**src/rtl/cyclic_shift_reg_pp_pkg.sv**
```systemverilog
// Shared types for the ping-pong cyclic shift register: bank lifecycle state and
// the per-bank configuration captured on the first beat of each fill.
package cyclic_shift_reg_pp_pkg;

  localparam int CFG_W = 16;

  typedef enum logic [1:0] {
    EMPTY,
    FILLING,
    FULL
  } bank_state_t;

  typedef struct packed {
    logic [CFG_W-1:0] w_addr_max;
    logic [CFG_W-1:0] r_addr_max;
    logic [CFG_W-1:0] r_repeat_max;
  } bank_cfg_t;

endpackage

```
**src/rtl/cyclic_shift_reg_pp_bank.sv**
```systemverilog
// One bank: wide-beat load into a word array, rotate-by-one over words 0..rot_max.
// Word 0 is presented combinationally; load and rotate never target the same bank together.
module cyclic_shift_bank
  import cyclic_shift_reg_pp_pkg::*;
#(
  parameter int R_DEPTH      = 24,
  parameter int R_DATA_WIDTH = 16,
  parameter int RATIO        = 12,
  parameter int W_DEPTH      = 2,
  parameter int W_AW         = 1,
  parameter int R_AW         = 5
) (
  input  logic                          clk_i,
  input  logic                          rst_ni,
  input  logic                          load_i,
  input  logic [W_AW-1:0]               load_idx_i,
  input  logic [RATIO*R_DATA_WIDTH-1:0] load_dat_i,
  input  logic                          rot_i,
  input  logic [R_AW-1:0]               rot_max_i,
  output logic [R_DATA_WIDTH-1:0]       head_o
);

  logic [R_DATA_WIDTH-1:0] mem_q [R_DEPTH];
  logic [R_DATA_WIDTH-1:0] mem_d [R_DEPTH];

  always_comb begin
    mem_d = mem_q;
    if (load_i) begin
      for (int w = 0; w < W_DEPTH; w++) begin
        if (load_idx_i == W_AW'(w)) begin
          for (int r = 0; r < RATIO; r++) begin
            mem_d[w*RATIO+r] = load_dat_i[r*R_DATA_WIDTH +: R_DATA_WIDTH];
          end
        end
      end
    end else if (rot_i) begin
      // Words above rot_max keep their value; the modulo only keeps the index legal.
      for (int k = 0; k < R_DEPTH; k++) begin
        if (R_AW'(k) < rot_max_i) begin
          mem_d[k] = mem_q[(k+1) % R_DEPTH];
        end else if (R_AW'(k) == rot_max_i) begin
          mem_d[k] = mem_q[0];
        end
      end
    end
  end

  always_ff @(posedge clk_i or negedge rst_ni) begin
    if (!rst_ni) begin
      for (int k = 0; k < R_DEPTH; k++) begin
        mem_q[k] <= '0;
      end
    end else begin
      mem_q <= mem_d;
    end
  end

  assign head_o = mem_q[0];

endmodule

```
**src/rtl/cyclic_shift_reg_pp.sv**
```systemverilog
// Ping-pong cyclic shift register: one bank fills from wide beats while the other is replayed
// narrow word by word; commit/release reach the opposite side one cycle later, no comb paths across.
module cyclic_shift_reg_pp
  import cyclic_shift_reg_pp_pkg::*;
#(
  parameter int R_DEPTH      = 24,
  parameter int R_DATA_WIDTH = 16,
  parameter int W_DATA_WIDTH = 192,
  parameter int REPEAT_WIDTH = 8,
  parameter int RATIO        = W_DATA_WIDTH / R_DATA_WIDTH,
  parameter int W_DEPTH      = R_DEPTH / RATIO,
  parameter int W_ADDR_WIDTH = (W_DEPTH > 1) ? $clog2(W_DEPTH) : 1,
  parameter int R_ADDR_WIDTH = (R_DEPTH > 1) ? $clog2(R_DEPTH) : 1
) (
  input  logic                    clk,
  input  logic                    resetn,
  input  logic                    clken,
  input  logic                    s_valid,
  output logic                    s_ready,
  input  logic [W_DATA_WIDTH-1:0] s_data,
  input  logic [W_ADDR_WIDTH-1:0] w_addr_max,
  input  logic [R_ADDR_WIDTH-1:0] r_addr_max,
  input  logic [REPEAT_WIDTH-1:0] r_repeat_max,
  output logic                    m_valid,
  input  logic                    m_ready,
  output logic [R_DATA_WIDTH-1:0] m_data,
  output logic                    m_pass_last,
  output logic                    m_last
);

  bank_state_t st_q [2];
  bank_state_t st_d [2];
  bank_cfg_t   cfg_q [2];
  bank_cfg_t   cfg_d [2];
  logic        wptr_q, wptr_d, rptr_q, rptr_d;
  logic [W_ADDR_WIDTH-1:0] w_addr_q, w_addr_d;
  logic [R_ADDR_WIDTH-1:0] elem_cnt_q, elem_cnt_d;
  logic [REPEAT_WIDTH-1:0] pass_cnt_q, pass_cnt_d;

  logic             wr_first, wr_fire, rd_fire, commit;
  logic [CFG_W-1:0] wmax_eff;
  logic [R_DATA_WIDTH-1:0] head [2];

  assign s_ready  = clken && (st_q[wptr_q] != FULL);
  assign m_valid  = clken && (st_q[rptr_q] == FULL);
  assign wr_fire  = s_valid && s_ready;
  assign rd_fire  = m_valid && m_ready;
  assign wr_first = (st_q[wptr_q] == EMPTY);

  // The first beat of a fill must see its own w_addr_max, before it is stored.
  assign wmax_eff = wr_first ? CFG_W'(w_addr_max) : cfg_q[wptr_q].w_addr_max;
  assign commit   = wr_fire && (CFG_W'(w_addr_q) == wmax_eff);

  assign m_pass_last = m_valid && (CFG_W'(elem_cnt_q) == cfg_q[rptr_q].r_addr_max);
  assign m_last      = m_pass_last && (CFG_W'(pass_cnt_q) == cfg_q[rptr_q].r_repeat_max);
  assign m_data      = head[rptr_q];

  always_comb begin
    st_d       = st_q;
    cfg_d      = cfg_q;
    wptr_d     = wptr_q;
    rptr_d     = rptr_q;
    w_addr_d   = w_addr_q;
    elem_cnt_d = elem_cnt_q;
    pass_cnt_d = pass_cnt_q;

    // Write and read always address different banks (not-FULL vs FULL), so both may apply.
    if (wr_fire) begin
      if (wr_first) begin
        cfg_d[wptr_q].w_addr_max   = CFG_W'(w_addr_max);
        cfg_d[wptr_q].r_addr_max   = CFG_W'(r_addr_max);
        cfg_d[wptr_q].r_repeat_max = CFG_W'(r_repeat_max);
      end
      if (commit) begin
        st_d[wptr_q] = FULL;
        wptr_d       = ~wptr_q;
        w_addr_d     = '0;
      end else begin
        st_d[wptr_q] = FILLING;
        w_addr_d     = w_addr_q + W_ADDR_WIDTH'(1);
      end
    end

    if (rd_fire) begin
      if (m_pass_last) begin
        elem_cnt_d = '0;
        if (m_last) begin
          pass_cnt_d   = '0;
          st_d[rptr_q] = EMPTY;
          rptr_d       = ~rptr_q;
        end else begin
          pass_cnt_d = pass_cnt_q + REPEAT_WIDTH'(1);
        end
      end else begin
        elem_cnt_d = elem_cnt_q + R_ADDR_WIDTH'(1);
      end
    end
  end

  always_ff @(posedge clk or negedge resetn) begin
    if (!resetn) begin
      st_q[0]    <= EMPTY;
      st_q[1]    <= EMPTY;
      cfg_q[0]   <= '0;
      cfg_q[1]   <= '0;
      wptr_q     <= 1'b0;
      rptr_q     <= 1'b0;
      w_addr_q   <= '0;
      elem_cnt_q <= '0;
      pass_cnt_q <= '0;
    end else begin
      st_q       <= st_d;
      cfg_q      <= cfg_d;
      wptr_q     <= wptr_d;
      rptr_q     <= rptr_d;
      w_addr_q   <= w_addr_d;
      elem_cnt_q <= elem_cnt_d;
      pass_cnt_q <= pass_cnt_d;
    end
  end

  for (genvar b = 0; b < 2; b++) begin : g_bank
    cyclic_shift_bank #(
      .R_DEPTH     (R_DEPTH),
      .R_DATA_WIDTH(R_DATA_WIDTH),
      .RATIO       (RATIO),
      .W_DEPTH     (W_DEPTH),
      .W_AW        (W_ADDR_WIDTH),
      .R_AW        (R_ADDR_WIDTH)
    ) u_bank (
      .clk_i     (clk),
      .rst_ni    (resetn),
      .load_i    (wr_fire && (wptr_q == 1'(b))),
      .load_idx_i(w_addr_q),
      .load_dat_i(s_data),
      .rot_i     (rd_fire && (rptr_q == 1'(b))),
      .rot_max_i (cfg_q[b].r_addr_max[R_ADDR_WIDTH-1:0]),
      .head_o    (head[b])
    );
  end

  localparam logic [CFG_W-1:0] W_LIM = CFG_W'(W_DEPTH);
  localparam logic [CFG_W-1:0] R_LIM = CFG_W'(R_DEPTH);

  a_cfg_legal : assert property (@(posedge clk) disable iff (!resetn)
    (wr_fire && wr_first) |-> ((CFG_W'(w_addr_max) < W_LIM) && (CFG_W'(r_addr_max) < R_LIM)));

endmodule
```
**config.mk**
```make
export PLATFORM = sky130hd
export DESIGN_NAME = cyclic_shift_reg_pp
export DESIGN_NICKNAME = d
export VERILOG_FILES = /design/src/rtl/cyclic_shift_reg_pp_pkg.sv /design/src/rtl/cyclic_shift_reg_pp_bank.sv /design/src/rtl/cyclic_shift_reg_pp.sv
export SDC_FILE = /design/constraint.sdc
export NUM_CORES = 2
export LEC_CHECK = 0
export CORE_MARGIN = 5
export CORE_UTILIZATION = 35
export DETAILED_ROUTE_END_ITERATION = 16
export GPL_TIMING_DRIVEN = 1
export RECOVER_POWER = 50
export SETUP_SLACK_MARGIN = 0.02
export SYNTH_ARGS = -nofsm -noshare
export SYNTH_HDL_FRONTEND = slang
export SYNTH_SLANG_ARGS = --single-unit
```
**constraint.sdc**
```tcl
create_clock -name clk -period 7.21 [get_ports clk]
set_input_delay 1.0815 -clock clk [delete_from_list [all_inputs] [get_ports clk]]
set_output_delay 1.0815 -clock clk [all_outputs]
set_load 0.005 [all_outputs]
```
### Yosys cells after proc, flatten, opt, wreduce, memory -nomap -nowiden

Cells that the tools add are included.

* $add $sub $neg: 3
* magnitude comparators: 52
* eq/ne operators: 55
* multiplexer cells: 137
* bitwise gates (word level): 12
* reductions and logical operators: 116

Operators by type and width (number)
* two-way mux 16 bit: 99
* two-way mux 384 bit: 4
* two-way mux 192 bit: 2
* bitwise mux 96 bit: 3
* two-way mux 48 bit: 4
* AND reduction 3 bit: 49
* demux 48 bit (select 1 bit): 3
* nonzero test 3 bit: 46
* two-way mux 32 bit: 4
* == test 4 x 5 -> 1 bit, first input constant: 16
* == test 5 bit, first input constant: 16
* < comparator 4 x 5 -> 1 bit, first input constant: 16
* < comparator 5 bit, first input constant: 16
* == test 3 x 5 -> 1 bit, first input constant: 8
* < comparator 3 x 5 -> 1 bit, first input constant: 8
* == test 2 x 5 -> 1 bit, first input constant: 4
* < comparator 1 x 5 -> 1 bit, first input constant: 4
* < comparator 2 x 5 -> 1 bit, first input constant: 4
* two-way mux 4 bit: 5
* == test 1 x 16 -> 1 bit: 1
* == test 5 x 16 -> 1 bit: 1
* == test 8 x 16 -> 1 bit: 1
* two-way mux 2 bit: 8
* logical AND 1 bit: 13
* other kinds (22): 40

* bits in registers: 884
* input bits: 211

### Longest topological paths before layout

* depth in word-level cells: 14
* depth in mapped cells: 10

### Cells and area by module

Synthesis repeated with hierarchy kept, for this count alone.

* cells, all modules: 4817
* area total of the unflattened synthesis: 45173.3 µm²

By module, submodules not included
* cyclic_shift_bank: times used 2, cells each 2293, area each 21269.1 µm², sequential area each 9609.2 µm²
* cyclic_shift_reg_pp: times used 1, cells each 231, area each 2635.0 µm², sequential area each 1201.2 µm²

### Least setup slack after synthesis

OpenSTA, ideal clock, no wires.

* kind: input port to flip-flop
* start: input s_valid
* end: register g_bank[1].u_bank.mem_q[69] (netlist name)
* data arrival time: 2.742 ns
* path slack: 4.343 ns
* stages: 8
* buffers on the path: 2
* cell sequence: nand2_1 -> nor3b_2 -> and2_1 -> buf_2 -> a21oi_1 -> a31oi_2 -> buf_2 -> mux2_2

* cells in the longest elaborated chain, start to end: 4
* elaborated cells on any way between the ends: 7
* those cells by class: 1 x eq/ne; 1 x mux; 5 x reduce/logical

Ends and longest elaborated chain
* from (decl): line cyclic_shift_reg_pp.sv:18 `input logic s_valid,`
* logical AND 1 bit *: line cyclic_shift_reg_pp.sv:46 `assign wr_fire = s_valid && s_ready;`
* logical AND 1 bit *: line cyclic_shift_reg_pp.sv:133 `.load_i (wr_fire && (wptr_q == 1'(b))),`
* inequality test 2 bit (no line), or another cell as far along
* AND reduction 3 bit (no line)
* to (signal assigned): line cyclic_shift_reg_pp_bank.sv:54 `mem_q <= mem_d;`
* to (decl): line cyclic_shift_reg_pp_bank.sv:23 `logic [R_DATA_WIDTH-1:0] mem_q [R_DEPTH];`

Every way passes the cells marked *; elsewhere a longest branch is shown, timed or not.
A chain may end at the register's enable or synchronous reset.

### Worst setup path after layout

* start: input clken
* end: register g_bank[0].u_bank.mem_q[248] (netlist name)

* cells in the longest elaborated chain, start to end: 5
* elaborated cells on any way between the ends: 11
* those cells by class: 1 x eq/ne; 1 x mux; 9 x reduce/logical

Ends and longest elaborated chain
* from (decl): line cyclic_shift_reg_pp.sv:17 `input logic clken,`
* logical AND 1 bit, on equally long branches: line cyclic_shift_reg_pp.sv:44, cyclic_shift_reg_pp.sv:45
* logical AND 1 bit, on equally long branches: line cyclic_shift_reg_pp.sv:46, cyclic_shift_reg_pp.sv:47
* logical AND 1 bit, on equally long branches: line cyclic_shift_reg_pp.sv:133, cyclic_shift_reg_pp.sv:136
* inequality test 2 bit (no line), or another cell as far along
* AND reduction 3 bit (no line)
* to (signal assigned): line cyclic_shift_reg_pp_bank.sv:54
* to (decl): line cyclic_shift_reg_pp_bank.sv:23

Parallel ways exist; a longest one is shown, timed or not.

==> flow_metrics.env <==
export IMPL_status="complete, but fails checks"
export IMPL_violations="capacitance limit, slew limit"
export IMPL_worst_slew_pin_slew_ns=3.863
export IMPL_fin_crit_ns=5.675
export IMPL_grt_pass1_vias=38206
export IMPL_rsz0062_at_grt="false"
export IMPL_clockBufferDepth=3
export IMPL_tns_ns=0
export IMPL_r2r_start="st_q[2]$_DFF_PN0_"
export IMPL_grt_pass1_wl_mm=270.6
export IMPL_grt_max_degree=260
export IMPL_ctsHoldBuffers=0
export IMPL_cts_made_buffers=94
export IMPL_grt_overflow_total=0
export IMPL_ys_seq_area_frac=0.4610
export IMPL_drv_cap=7
export IMPL_initial_core_util=0.3523
export IMPL_timing_max_transition_violations_final=558
export IMPL_drive_gt1_frac=0.09474
export IMPL_core_rowCount=130
export IMPL_leakage_uw=0.02437
export IMPL_worstHoldStart="g_bank[1].u_bank.mem_q[293]$_DFFE_PN0P_"
export IMPL_die_y_um=365.8
export IMPL_drt_iter0_drc=5134
export IMPL_p_per_area_mw_per_mm2=437.4
export IMPL_reg2reg_to="g_bank[0].u_bank.mem_q[248]$_DFFE_PN0P_"
export IMPL_final_nets=5273
export IMPL_numClockSinks=816
export IMPL_h_tree_depth=3
export IMPL_cp_start_kind="input pin"
export IMPL_vias=41045
export IMPL_whs_path_depth=1
export IMPL_power_uw=22300
export IMPL_min_to="g_bank[1].u_bank.mem_q[293]$_DFFE_PN0P_"
export IMPL_synthArstFlopShare=1.000
export IMPL_ir_drop_mv=0.2568
export IMPL_rr_worst_depth=5
export IMPL_cts_tree="done"
export IMPL_crit_start="clken"
export IMPL_synth_ff_type="dfrtp_1"
export IMPL_slew_headroom=-1.575
export IMPL_synth_area_mm2=0.04430
export IMPL_syn_avg_cell_area_um2=8.640
export IMPL_finalCritPeriodShare=0.7872
export IMPL_post_cts_buffers=0
export IMPL_via_per_inst=6.051
export IMPL_crit_buf_inv=2
export IMPL_dieArea_mm2=0.1338
export IMPL_ios=231
export IMPL_clk_transition_reported_paths_ns=0.06
export IMPL_r2r_setup_slack_ns=2.06
export IMPL_port_buffers=230
export IMPL_clk_latency_ns=0.69
export IMPL_setup_violations=0
export IMPL_gp_congestion=0.9008
export IMPL_ys_ff_latch=816
export IMPL_post_cts_resize_count=0
export IMPL_drc_errors=0
export IMPL_crit_type="input pin to register"
export IMPL_ys_warn_count=0
export IMPL_grt_antenna_before_repair=4
export IMPL_synth_distinct_cells=58
export IMPL_wirelength_mm=189.3
export IMPL_synth_cells=5127
export IMPL_cp_end_kind="register"
export IMPL_final_setup_skew_ns=0.04942
export IMPL_cp_slowest_cell="clkbuf_2"
export IMPL_antenna_left=0
export IMPL_coreArea_mm2=0.1257
export IMPL_dp_hpwl_mm=132.5
export IMPL_cp_max_fo=180
export IMPL_synth_edff_count=0
export IMPL_grtUsageTotal=0.2704
export IMPL_syn_nets=5340
export IMPL_worst_ep_arrival_time_ns=6.23
export IMPL_fmax_mhz=176.2
export IMPL_firstDrtPassIters=6
export IMPL_hold_viol=0
export IMPL_crit_chain="clkdlybuf4s50_1 > nand2_1 > or3_4 > clkbuf_2 > a311oi_1 > a21o_1"
export IMPL_cp_data_required_time_ns=7.77
export IMPL_detail_route_wl_per_cell_um=27.91
export IMPL_area_growth_syn_to_layout_pct=15.11
export IMPL_cp_slowest_stage_delay_ns=2.57
export IMPL_cts_root_buf="clkbuf_16"
export IMPL_hp_class="register to register"
export IMPL_fp_dieW_um=365.8
export IMPL_crit_family="buffers and inverters"
==> how the worst max path moves through the flow <==
| stage | to | slack [ns] | cells after the start |
|---|---|---|---|
| global route | g_bank[0].u_bank.mem_q[166]$_DFFE_PN0P_ | 1.24 | 6 |
| global placement | g_bank[1].u_bank.mem_q[67]$_DFFE_PN0P_ | 2.64 | 8 |
| detailed placement | g_bank[1].u_bank.mem_q[76]$_DFFE_PN0P_ | 2.62 | 8 |
| CTS | m_last | 2.31 | 7 |
| finish | g_bank[0].u_bank.mem_q[248]$_DFFE_PN0P_ | 1.53 | 6 |
| floorplan | g_bank[1].u_bank.mem_q[69]$_DFFE_PN0P_ | 4.34 | 8 |
==> power breakdown <==
part           switching (µW)  total (µW)  internal (µW)
Combinational            6310        9390           3080
Clock                    2040        4920           2870
Sequential               1540        8000           6460
Total                    9900       22300          12400
==> flip-flops by register name, summed over array words and instances (netlist names) <==
name and cells:
st_q 4, rptr_q 1, elem_cnt_q 5, g_bank.u_bank.mem_q 736, cfg_q 28, pass_cnt_q 8, wptr_q 1, w_addr_q 1
g_bank.u_bank.head_o 32
==> cell type report <==
type	instances	area (µm²)
fillers	12525	74740
multi-input cells	3786	22080
flip-flops and latches	816	20420
repair buffers	358	3319
clock buffers	142	2795
well taps	1650	2064
clock inverters	24	292.8
inverters	4	15.01
diodes	3	7.507
==> metal layers <==
metal	GRT usage	wire length [µm]
met1	0.3786	78760
met2	0.4018	81940
met3	0.06578	19820
met4	0.1084	8806
met5	0	0
==> stage by stage <==
stage	worst slack (ns)	hold WS (ns)	util	std cells	instance area [µm²]
after global placement	2.639	0.4587	0.3814	6614	47950
after detailed placement	2.620	0.4656	0.3814	6614	47950
after global routing	1.235	0.4885	0.4055	6780	50990
after CTS	2.310	0.4785	0.4059	6780	51040
final	1.535	0.4764	0.4056	6783	50990
after floorplan	4.343	0.4492	-	5127	44300
==> Yosys cell counts, drive strengths merged, types with 4 or more instances <==
| cell type | instances | area (µm²) |
|---|---|---|
| nor2b | 6 | 37.54 |
| o31ai | 5 | 37.54 |
| o21a | 25 | 187.7 |
| nor2 | 393 | 1483 |
| buf | 79 | 384.1 |
| mux2 | 158 | 1779 |
| a21oi | 84 | 439.2 |
| nand2b | 12 | 75.07 |
| and2 | 12 | 75.08 |
| a211oi | 32 | 240.2 |
| or2 | 10 | 62.56 |
| a2bb2oi | 4 | 35.03 |
| dfrtp | 816 | 20420 |
| inv | 4 | 15.01 |
| nor3 | 5 | 30.03 |
| clkbuf | 442 | 1679 |
| a31oi | 132 | 832.1 |
| a21o | 488 | 3664 |
| o21ai | 251 | 1256 |
| nand2 | 1461 | 5484 |
| or3 | 4 | 25.02 |
| nand3 | 75 | 375.4 |
| mux2i | 142 | 1421 |
| a311oi | 448 | 3924 |
| xnor2 | 13 | 113.9 |
==> placed cells by master (no fill, tap or decap), drive strengths merged, types with 2 or more instances in the layout <==
master,synthesis,layout
buf,79,122
a21o,488,488
ha,2,2
a211oi,32,32
or4,2,2
xor2,2,2
nand3,75,75
nor3b,2,2
or3,4,4
clkbuf,442,149
and3,2,2
clkinv,0,15
o21ai,251,251
nand2b,12,12
xnor2,13,13
or2,10,10
dfrtp,816,816
nand2,1461,1461
nor2,393,393
a2bb2oi,4,4
nand4b,2,2
nand4,2,2
nor2b,6,6
mux2,158,158
inv,4,7
a21oi,84,84
bufinv,0,6
o31ai,5,5
a31oi,132,132
o21a,25,25
diode,0,3
mux2i,142,142
a311oi,448,448
clkdlybuf4s50,0,229
and2,12,12
nor3,5,5
==> cell families after synthesis <==
| family | after synthesis | synth area share |
|---|---|---|
| and+or+nand+nor | 1993 | 0.1753 |
| AOI/OAI and AO/OA | 1476 | 0.2410 |
| adders and majority gates | 2 | 0.0005648 |
| muxes | 300 | 0.07225 |
| buffers and inverters | 525 | 0.04691 |
| DFF | 816 | 0.4610 |
| xor gates and xnor gates | 15 | 0.002966 |
(Power assumes the default switching activity.)
